**src/rtl/bus_arbiter_if.sv**
```systemverilog
// Requester-side and RAM-side signals of the shared word-RAM bus arbiter.
// The arbiter uses the slave modport; requesters and the RAM use master.
interface bus_arbiter_if #(
  parameter int N = 2
);
  logic [N-1:0]      req;
  logic [N-1:0]      lock;
  logic [N*30-1:0]   addr;
  logic [N*32-1:0]   data_w;
  logic [N*4-1:0]    mask_w;
  logic [N-1:0]      gnt;
  logic [N-1:0]      rvalid;
  logic [31:0]       data_r;
  logic [29:0]       bus_addr;
  logic [31:0]       bus_data_r;
  logic [31:0]       bus_data_w;
  logic [3:0]        bus_mask_w;

  modport slave (
    input  req, lock, addr, data_w, mask_w, bus_data_r,
    output gnt, rvalid, data_r, bus_addr, bus_data_w, bus_mask_w
  );

  modport master (
    output req, lock, addr, data_w, mask_w, bus_data_r,
    input  gnt, rvalid, data_r, bus_addr, bus_data_w, bus_mask_w
  );
endinterface

```
**src/rtl/bus_arbiter.sv**
```systemverilog
// Round-robin arbiter sharing one single-port word RAM between N requesters,
// with a bounded burst lock and routing of the 1-cycle-latency read data.
module bus_arbiter #(
  parameter int N        = 2,
  parameter int MAX_HOLD = 4
) (
  input  logic          clock,
  input  logic          reset,
  bus_arbiter_if.slave  bus
);
  localparam int IW = $clog2(N);
  localparam int HW = $clog2(MAX_HOLD) + 1;
  localparam logic [HW-1:0] HOLD_MAX = HW'(MAX_HOLD);

  logic [IW-1:0] r_last;
  logic          r_locked;
  logic [HW-1:0] r_holdCnt;
  logic          r_rdVld;
  logic [IW-1:0] r_rdId;

  logic [N-1:0]  w_lastOneHot;
  logic [N-1:0]  w_otherReq;
  logic [N-1:0]  w_scanReq;
  logic          w_keep;
  logic          w_holdDenied;
  logic          w_gntAny;
  logic [IW-1:0] w_gntIdx;

  // Winner selection: a locked owner keeps the bus until the hold limit bites
  // while someone else waits; otherwise scan round-robin starting after last.
  always_comb begin
    w_lastOneHot         = '0;
    w_lastOneHot[r_last] = 1'b1;
    w_otherReq           = bus.req & ~w_lastOneHot;
    w_keep               = r_locked && bus.req[r_last] &&
                           ((r_holdCnt < HOLD_MAX) || (w_otherReq == '0));
    w_holdDenied         = r_locked && bus.req[r_last] && !w_keep;
    w_scanReq            = w_holdDenied ? w_otherReq : bus.req;
    w_gntAny             = 1'b0;
    w_gntIdx             = r_last;
    if (!reset) begin
      if (w_keep) begin
        w_gntAny = 1'b1;
        w_gntIdx = r_last;
      end else begin
        for (int k = N; k >= 1; k--) begin
          if (w_scanReq[(int'(r_last) + k) % N]) begin
            w_gntAny = 1'b1;
            w_gntIdx = IW'((int'(r_last) + k) % N);
          end
        end
      end
    end
  end

  // An idle bus issues a read of word 0 so the RAM never sees a stray write.
  always_comb begin
    bus.gnt        = '0;
    bus.bus_addr   = '0;
    bus.bus_data_w = '0;
    bus.bus_mask_w = '0;
    if (w_gntAny) begin
      bus.gnt[w_gntIdx] = 1'b1;
      bus.bus_addr      = bus.addr[int'(w_gntIdx)*30 +: 30];
      bus.bus_data_w    = bus.data_w[int'(w_gntIdx)*32 +: 32];
      bus.bus_mask_w    = bus.mask_w[int'(w_gntIdx)*4 +: 4];
    end
  end

  // Reset suppresses a read return that was already in flight.
  always_comb begin
    bus.rvalid = '0;
    if (r_rdVld && !reset) begin
      bus.rvalid[r_rdId] = 1'b1;
    end
    bus.data_r = bus.bus_data_r;
  end

  always_ff @(posedge clock) begin
    if (reset) begin
      r_last    <= IW'(N - 1);
      r_locked  <= 1'b0;
      r_holdCnt <= '0;
      r_rdVld   <= 1'b0;
      r_rdId    <= '0;
    end else if (w_gntAny) begin
      r_last   <= w_gntIdx;
      r_locked <= bus.lock[w_gntIdx];
      if ((w_gntIdx == r_last) && r_locked) begin
        r_holdCnt <= (r_holdCnt == HOLD_MAX) ? HOLD_MAX : r_holdCnt + 1'b1;
      end else begin
        r_holdCnt <= HW'(1);
      end
      r_rdVld <= (bus.bus_mask_w == 4'd0);
      r_rdId  <= w_gntIdx;
    end else begin
      r_locked  <= 1'b0;
      r_holdCnt <= '0;
      r_rdVld   <= 1'b0;
    end
  end
endmodule
```
**src/flat_wrapper.sv**
```systemverilog
// flat-port wrapper written by rule: the top's interface ports become plain ports
module bus_arbiter_flat 
#(
  parameter int N        = 2,
  parameter int MAX_HOLD = 4
)
  (clock, reset, bus_req, bus_lock, bus_addr, bus_data_w, bus_mask_w, bus_bus_data_r, bus_gnt, bus_rvalid, bus_data_r, bus_bus_addr, bus_bus_data_w, bus_bus_mask_w);
  bus_arbiter_if #(.N(N)) bus_i ();
  input  logic clock;
  input  logic reset;
  input wire logic [$bits(bus_i.req)-1:0] bus_req;
  input wire logic [$bits(bus_i.lock)-1:0] bus_lock;
  input wire logic [$bits(bus_i.addr)-1:0] bus_addr;
  input wire logic [$bits(bus_i.data_w)-1:0] bus_data_w;
  input wire logic [$bits(bus_i.mask_w)-1:0] bus_mask_w;
  input wire logic [$bits(bus_i.bus_data_r)-1:0] bus_bus_data_r;
  output wire logic [$bits(bus_i.gnt)-1:0] bus_gnt;
  output wire logic [$bits(bus_i.rvalid)-1:0] bus_rvalid;
  output wire logic [$bits(bus_i.data_r)-1:0] bus_data_r;
  output wire logic [$bits(bus_i.bus_addr)-1:0] bus_bus_addr;
  output wire logic [$bits(bus_i.bus_data_w)-1:0] bus_bus_data_w;
  output wire logic [$bits(bus_i.bus_mask_w)-1:0] bus_bus_mask_w;
  assign bus_i.req = bus_req;
  assign bus_i.lock = bus_lock;
  assign bus_i.addr = bus_addr;
  assign bus_i.data_w = bus_data_w;
  assign bus_i.mask_w = bus_mask_w;
  assign bus_i.bus_data_r = bus_bus_data_r;
  assign bus_gnt = bus_i.gnt;
  assign bus_rvalid = bus_i.rvalid;
  assign bus_data_r = bus_i.data_r;
  assign bus_bus_addr = bus_i.bus_addr;
  assign bus_bus_data_w = bus_i.bus_data_w;
  assign bus_bus_mask_w = bus_i.bus_mask_w;
  bus_arbiter #(.N(N), .MAX_HOLD(MAX_HOLD)) u_core (.clock(clock), .reset(reset), .bus(bus_i));
endmodule
```
**config.mk**
```make
export PLATFORM = sky130hd
export DESIGN_NAME = bus_arbiter_flat
export DESIGN_NICKNAME = d
export VERILOG_FILES = /design/src/rtl/bus_arbiter_if.sv /design/src/rtl/bus_arbiter.sv /design/src/flat_wrapper.sv
export SDC_FILE = /design/constraint.sdc
export NUM_CORES = 1
export LEC_CHECK = 0
export ABC_CLOCK_PERIOD_IN_PS = 4800
export BUFFER_PORTS_ARGS = -buffer_cell sky130_fd_sc_hd__clkbuf_2
export CORE_AREA = 8 8 99 101
export CTS_BUF_LIST = sky130_fd_sc_hd__clkbuf_4
export DETAILED_ROUTE_END_ITERATION = 8
export DIE_AREA = 0 0 107 109
export GPL_ROUTABILITY_DRIVEN = 0
export GPL_TIMING_DRIVEN = 0
export HOLD_SLACK_MARGIN = 0.08
export PLACE_DENSITY = 0.58
export RECOVER_POWER = 100
export REMOVE_ABC_BUFFERS = 1
export SLEW_MARGIN = 20
export SYNTH_ARGS = -nofsm -noshare
export SYNTH_HDL_FRONTEND = slang
export SYNTH_SLANG_ARGS = --single-unit
```
**constraint.sdc**
```tcl
create_clock -name clock -period 4.8 [get_ports clock]
set_input_delay 0.96 -clock clock [delete_from_list [all_inputs] [get_ports clock]]
set_output_delay 0.96 -clock clock [all_outputs]
set_load 0.03 [all_outputs]
```
==> results of run 1 <==
final timing paths:
path	from	end	slack [ns]
worst max-delay path	bus_req[0]	bus_bus_addr[1]	0.60
worst min-delay path	u_core.r_locked$_SDFF_PP0_	u_core.r_holdCnt[0]$_SDFF_PP0_	0.55
worst max register to register	u_core.r_holdCnt[2]$_SDFF_PP0_	u_core.r_locked$_SDFF_PP0_	2.63
worst min register to register	u_core.r_locked$_SDFF_PP0_	u_core.r_holdCnt[0]$_SDFF_PP0_	0.55
layout make-up:
class / count / area, um^2 / area share [%]
inverters: 4 / 15.0 / 0.673
clock buffers: 4 / 30.0 / 1.35
flip-flops and latches: 7 / 140 / 6.28
repair buffers: 214 / 1060 / 47.3
multi-input cells: 103 / 856 / 38.3
well taps: 108 / 135 / 6.05
placed cells by master, fill, tap and decap left out, types with 2 or more instances in the layout:
cell,n
a21oi_1,3
a22o_1,67
buf_16,2
buf_4,3
clkbuf_1,54
clkbuf_2,155
clkbuf_4,4
dfxtp_1,7
ha_1,2
inv_1,4
nand2_1,6
nand2b_1,3
nor2_1,2
nor3b_1,2
o21ai_0,2
critical path: cells and delay by family:
kind            cells  cell delay (ns)
buf+inv             4             1.27
compound gates      2             0.79
simple gates        1             0.21
power breakdown:
part	total, uW	leakage (uW)	internal [uW]	switching (uW)
clock	60.9	0.0000184	37.5	23.4
combinational	279	0.00111	107	172
sequential	64.8	0.0000576	61.4	3.46
layer usage:
metal	up-vias	wire, um
met2	139	3690
met3	8	1360
li1	943	-
met1	904	3680
met5	-	92
met4	6	26
sequential cells by signal (all words and copies together) (netlist names):
name              flops
u_core.r_rdId         1
u_core.r_locked       1
u_core.r_rdVld        1
u_core.r_last         1
u_core.r_holdCnt      3
logic make-up after synthesis:
group                      Yosys count  synth area share, %
xor gates and xnor gates             1                0.632
buffers and inverters               53                 27.3
and+or+nand+nor                     21                 10.0
DFF                                  7                 10.1
AOI/OAI and AO/OA                   79                 50.1
adders and majority gates            2                 1.81
through the flow:
stage | hold WS (ns) | cells | instance area [um^2]
6_report | 0.546 | 440 | 2230
5_1_grt | 0.592 | 440 | 2230
4_1_cts | 0.585 | 440 | 2330
3_5_place_dp | 0.577 | 436 | 2300
3_3_place_gp | 0.560 | 429 | 2190
2_1_floorplan | 0.511 | 114 | 1020
==> impl_metrics.toml, run 1 <==
[status]
status = "finished, final reports clean"

[yosys]
yosys.cell_types.count = 32
ys_ff_latch = 7
synth_area_leaders = "a22o_1 42%, buf_4 17%, dfxtp_1 10%"
synth_top_area_share_pct = 42.4
synth.most_common_cell = "a22o_1"
synth_common_cells = "67 x a22o_1, 32 x buf_4, 7 x buf_6, 7 x dfxtp_1, 6 x nand2_1"
synthCells = 163
async_flop_share_pct = 0
synth_edf_count = 0
ys_seq_area_share_pct = 10.1
synth_top_area_cell = "a22o_1"
synth_ff_type = "dfxtp_1"
synth.avg_cell_area_um2 = 8.50
syn-cell-area_um2 = 1390
yosys_warnings = 0

[detailed_routing]
ant_nets = 0
via_count = 2000
via_per_inst = 4.55
routedWlPerCell_um = 20.1
drtPass1Iterations = 4
routed_wl_um = 8850
first_iter_violations = 90
drc = 0

[pwr]
p_leak_uw = 0.00119
powerDensity_nw_per_um2 = 182
peakVddDrop_uv = 71.6
finalPower_uw = 405

[cts]
cts_tree = "built"
numCtsBuffers = 3
cts_setup_buffers = 0
cts-resized-gates = 0
hold_buffers = 0
htree_levels = 1
cts_buffer_depth = 2
path_clk_slew_ns = 0.06
clock-sinks = 7
clk_latency_ns = 0.26
root_buffer = "clkbuf_4"

[placement]
place.port_buffers = 207
dpl.hpwl_um = 8110
place_ws_ns = 0.914

[worst_hold_path]
hp-class = "flop to flop"
hold_depth = 1

[final_layout]
fin_nets = 505
final_util_pct = 26.6
num-fill-cells = 953
antenna_cells = 0
syn_to_final_growth_pct = 61.2
layout-drive-gt1-share_pct = 50.3

[floorplan]
die_w_um = 107
num_io_pins = 272
core_um2 = 8380
initial_core_util_pct = 16.5
std_cell_rows = 34
die_area_um2 = 11700
die_h_um = 109

[grt]
grt_use_met1_pct = 17.1
grt_use_met3_pct = 10.6
grt_pass1_vias = 2167
gr-usage-met2_pct = 18.9
track_usage_pct = 14.0
grt_antenna_before_repair = 2
grt_remaining_overflow = 0
grt_first_pass_wirelength_um = 12400
grt.busiest_layer = "met2"
grt_max_degree = 35

[sta]
hold_viol_final = 0
relSlewSlack_pct = 27.3
fin_ws_ns = 0.596
tightest_slew_ns = 1.09
fmax_mhz = 238
finalCriticalPeriod_ns = 4.20
drv_slew = 0
setup-tns-final_ns = 0
skew_ns = 0.00555
rsz0062_at_grt = "no"
period_share_pct = 87.6
finalSetupViolCount = 0

[run]
drv_cap = 0

[setup_path]
worst_path_largest_cell_delay_ns = 0.63
crit_top_cell = "clkbuf_1"
r2r_cells = 5
crit_type = "input port to output port"
critPathCaptureType = "output port"
cp_data_arrival_time_ns = 3.24
critPathMaxFanout = 16
critPathRequiredTime_ns = 3.84
path_cells = "clkbuf_1 -> nor4bb_2 -> a2111oi_4 -> clkbuf_1 -> buf_4 -> a22o_1 -> clkbuf_1"
crit_path_top_delay_cell = "a2111oi_4"
worstSetupStartpointType = "input port"
Power figures use the tool's default switching activity.
==> inputs of run 2 (changes only) <==
--- a/config.mk
+++ b/config.mk
@@ -6,15 +6,15 @@
 export NUM_CORES = 1
 export LEC_CHECK = 0
 export ABC_CLOCK_PERIOD_IN_PS = 4800
-export BUFFER_PORTS_ARGS = -buffer_cell sky130_fd_sc_hd__clkbuf_2
 export CORE_AREA = 8 8 99 101
 export CTS_BUF_LIST = sky130_fd_sc_hd__clkbuf_4
 export DETAILED_ROUTE_END_ITERATION = 8
 export DIE_AREA = 0 0 107 109
+export DONT_BUFFER_PORTS = 1
 export GPL_ROUTABILITY_DRIVEN = 0
 export GPL_TIMING_DRIVEN = 0
 export HOLD_SLACK_MARGIN = 0.08
-export PLACE_DENSITY = 0.58
+export PLACE_DENSITY = 0.3
 export RECOVER_POWER = 100
 export REMOVE_ABC_BUFFERS = 1
 export SLEW_MARGIN = 20
==> run 2 against run 1 <==
Compared with the run above: final area is 43% lower; register-to-register slack worse by 0.33 ns; first-iteration DRC count rose by 2.2%; sequential power about the same; clock power increased by 1%; via count fell by 34%; largest cell class is now multi-input gates.
==> impl_metrics.toml, run 2 (same netlist as run 1, synthesis figures left out) <==
[status]
status = "finished, final reports clean"

[setup_path]
cp_num_buf_inv = 3
worstSetupStartpointType = "input port"
crit_path_top_delay_cell = "a2111oi_4"
critPathCaptureType = "output port"
critPathRequiredTime_ns = 3.84
cpLargestDelayFamily = "compound AO/OA/AOI/OAI gates"
crit_type = "input port to output port"
cp_data_arrival_time_ns = 3.14
worst_path_largest_cell_delay_ns = 0.57
critPathMaxFanout = 19
path_cells = "and2_4 -> a2111oi_4 -> buf_6 -> buf_4 -> clkbuf_1 -> a22o_1"

[sta]
fin_ws_ns = 0.703
skew_ns = 0.00279
finalCriticalPeriod_ns = 4.10
finalSetupViolCount = 0
rsz0062_at_grt = "no"
tightest_slew_ns = 1.13
setup-tns-final_ns = 0
drv_slew = 0
hold_viol_final = 0
relSlewSlack_pct = 25.1
fmax_mhz = 244
period_share_pct = 85.3
holdWs_ns = 0.524

[grt]
track_usage_pct = 12.0
grt_antenna_before_repair = 5
grt_max_degree = 38
gr-usage-met2_pct = 18.3
grt_pass1_vias = 1448
grt_use_met3_pct = 13.9
grt_use_met1_pct = 10.8
grt_remaining_overflow = 0
grt_first_pass_wirelength_um = 10300
grt.busiest_layer = "met2"

[placement]
dpl-instance-area_um2 = 1260
dp.cells = 229
place.port_buffers = 0
place_ws_ns = 1.07
dpl.hpwl_um = 7180

[detailed_routing]
ant_nets = 0
via_count = 1313
routed_wl_um = 8020
via_per_inst = 5.61
drc = 0
routedWlPerCell_um = 34.3
drtPass1Iterations = 4
first_iter_violations = 92

[cts]
root_buffer = "clkbuf_4"
cts-resized-gates = 0
hold_buffers = 0
cts_buffer_depth = 2
cts_setup_buffers = 0
numCtsBuffers = 3
htree_levels = 1
cts_tree = "built"
clock-sinks = 7
clk_latency_ns = 0.26
path_clk_slew_ns = 0.06

[floorplan]
die_w_um = 107
std_cell_rows = 34
initial_core_util_pct = 16.5
die_area_um2 = 11700
core_um2 = 8380
num_io_pins = 272
die_h_um = 109

[final_layout]
largest_reg_flops = 3
final_common_cell = "a22o_1"
syn_to_final_growth_pct = -8.94
num-fill-cells = 960
final_cell_mix = "67 x a22o_1, 7 x dfxtp_1, 6 x nand2_1, 4 x inv_1, 4 x clkbuf_4"
final-seq-area_um2 = 140
layout.cells.non_filler = 234
fin_nets = 298
postLayoutCellArea_um2 = 1260
multi_input_area_um2 = 850
max_flop_register = "u_core.r_holdCnt"
layout-drive-gt1-share_pct = 8.80

[run]
drv_cap = 0

[pwr]
powerDensity_nw_per_um2 = 255
p_leak_uw = 0.000478
peakVddDrop_uv = 60.1

[worst_hold_path]
hp-class = "flop to flop"
## run 2: worst paths after layout
kind	startpoint	to	slack (ns)	depth (start not counted)
min reg2reg	u_core.r_locked$_SDFF_PP0_	u_core.r_holdCnt[0]$_SDFF_PP0_	0.52	1
max	bus_req[0]	bus_bus_addr[22]	0.70	6
max reg2reg	u_core.r_holdCnt[2]$_SDFF_PP0_	u_core.r_locked$_SDFF_PP0_	2.30	6
min	u_core.r_locked$_SDFF_PP0_	u_core.r_holdCnt[0]$_SDFF_PP0_	0.52	1
## run 2: worst register-to-register path, stage by stage (launching register included)
cell and delay, ns:
dfxtp_1 0.47, nor4bb_1 0.13, a2111oi_4 0.57, buf_6 0.23, buf_4 0.24, clkbuf_1 0.53, a22o_1 0.27
## run 2: final cells by class
type	count	share of cell area [%]
flip-flops and latches	7	11.1
multi-input cells	103	67.4
repair buffers	7	7.04
inverters	4	1.19
diodes	1	0.198
clock buffers	4	2.38
well taps	108	10.7
## run 2: layer usage
layer / up-vias / share of wire (%)
li1: 528 / -
met1: 598 / 31
met2: 165 / 46
met3: 12 / 21
met4: 10 / 0.24
met5: - / 1.3
## run 2: through the flow
stage	utilization (%)	power (uW)
floorplan	-	233
global placement	13.8	257
detailed placement	15.0	267
CTS	15.4	329
global route	15.0	335
finish	15.0	322
## run 2: power breakdown
part | total, uW | internal [uW] | leakage (uW) | switching (uW)
clock network | 61.7 | 37.5 | 0.0000184 | 24.2
logic | 195 | 50.7 | 0.000402 | 145
registers | 64.7 | 61.3 | 0.0000576 | 3.32
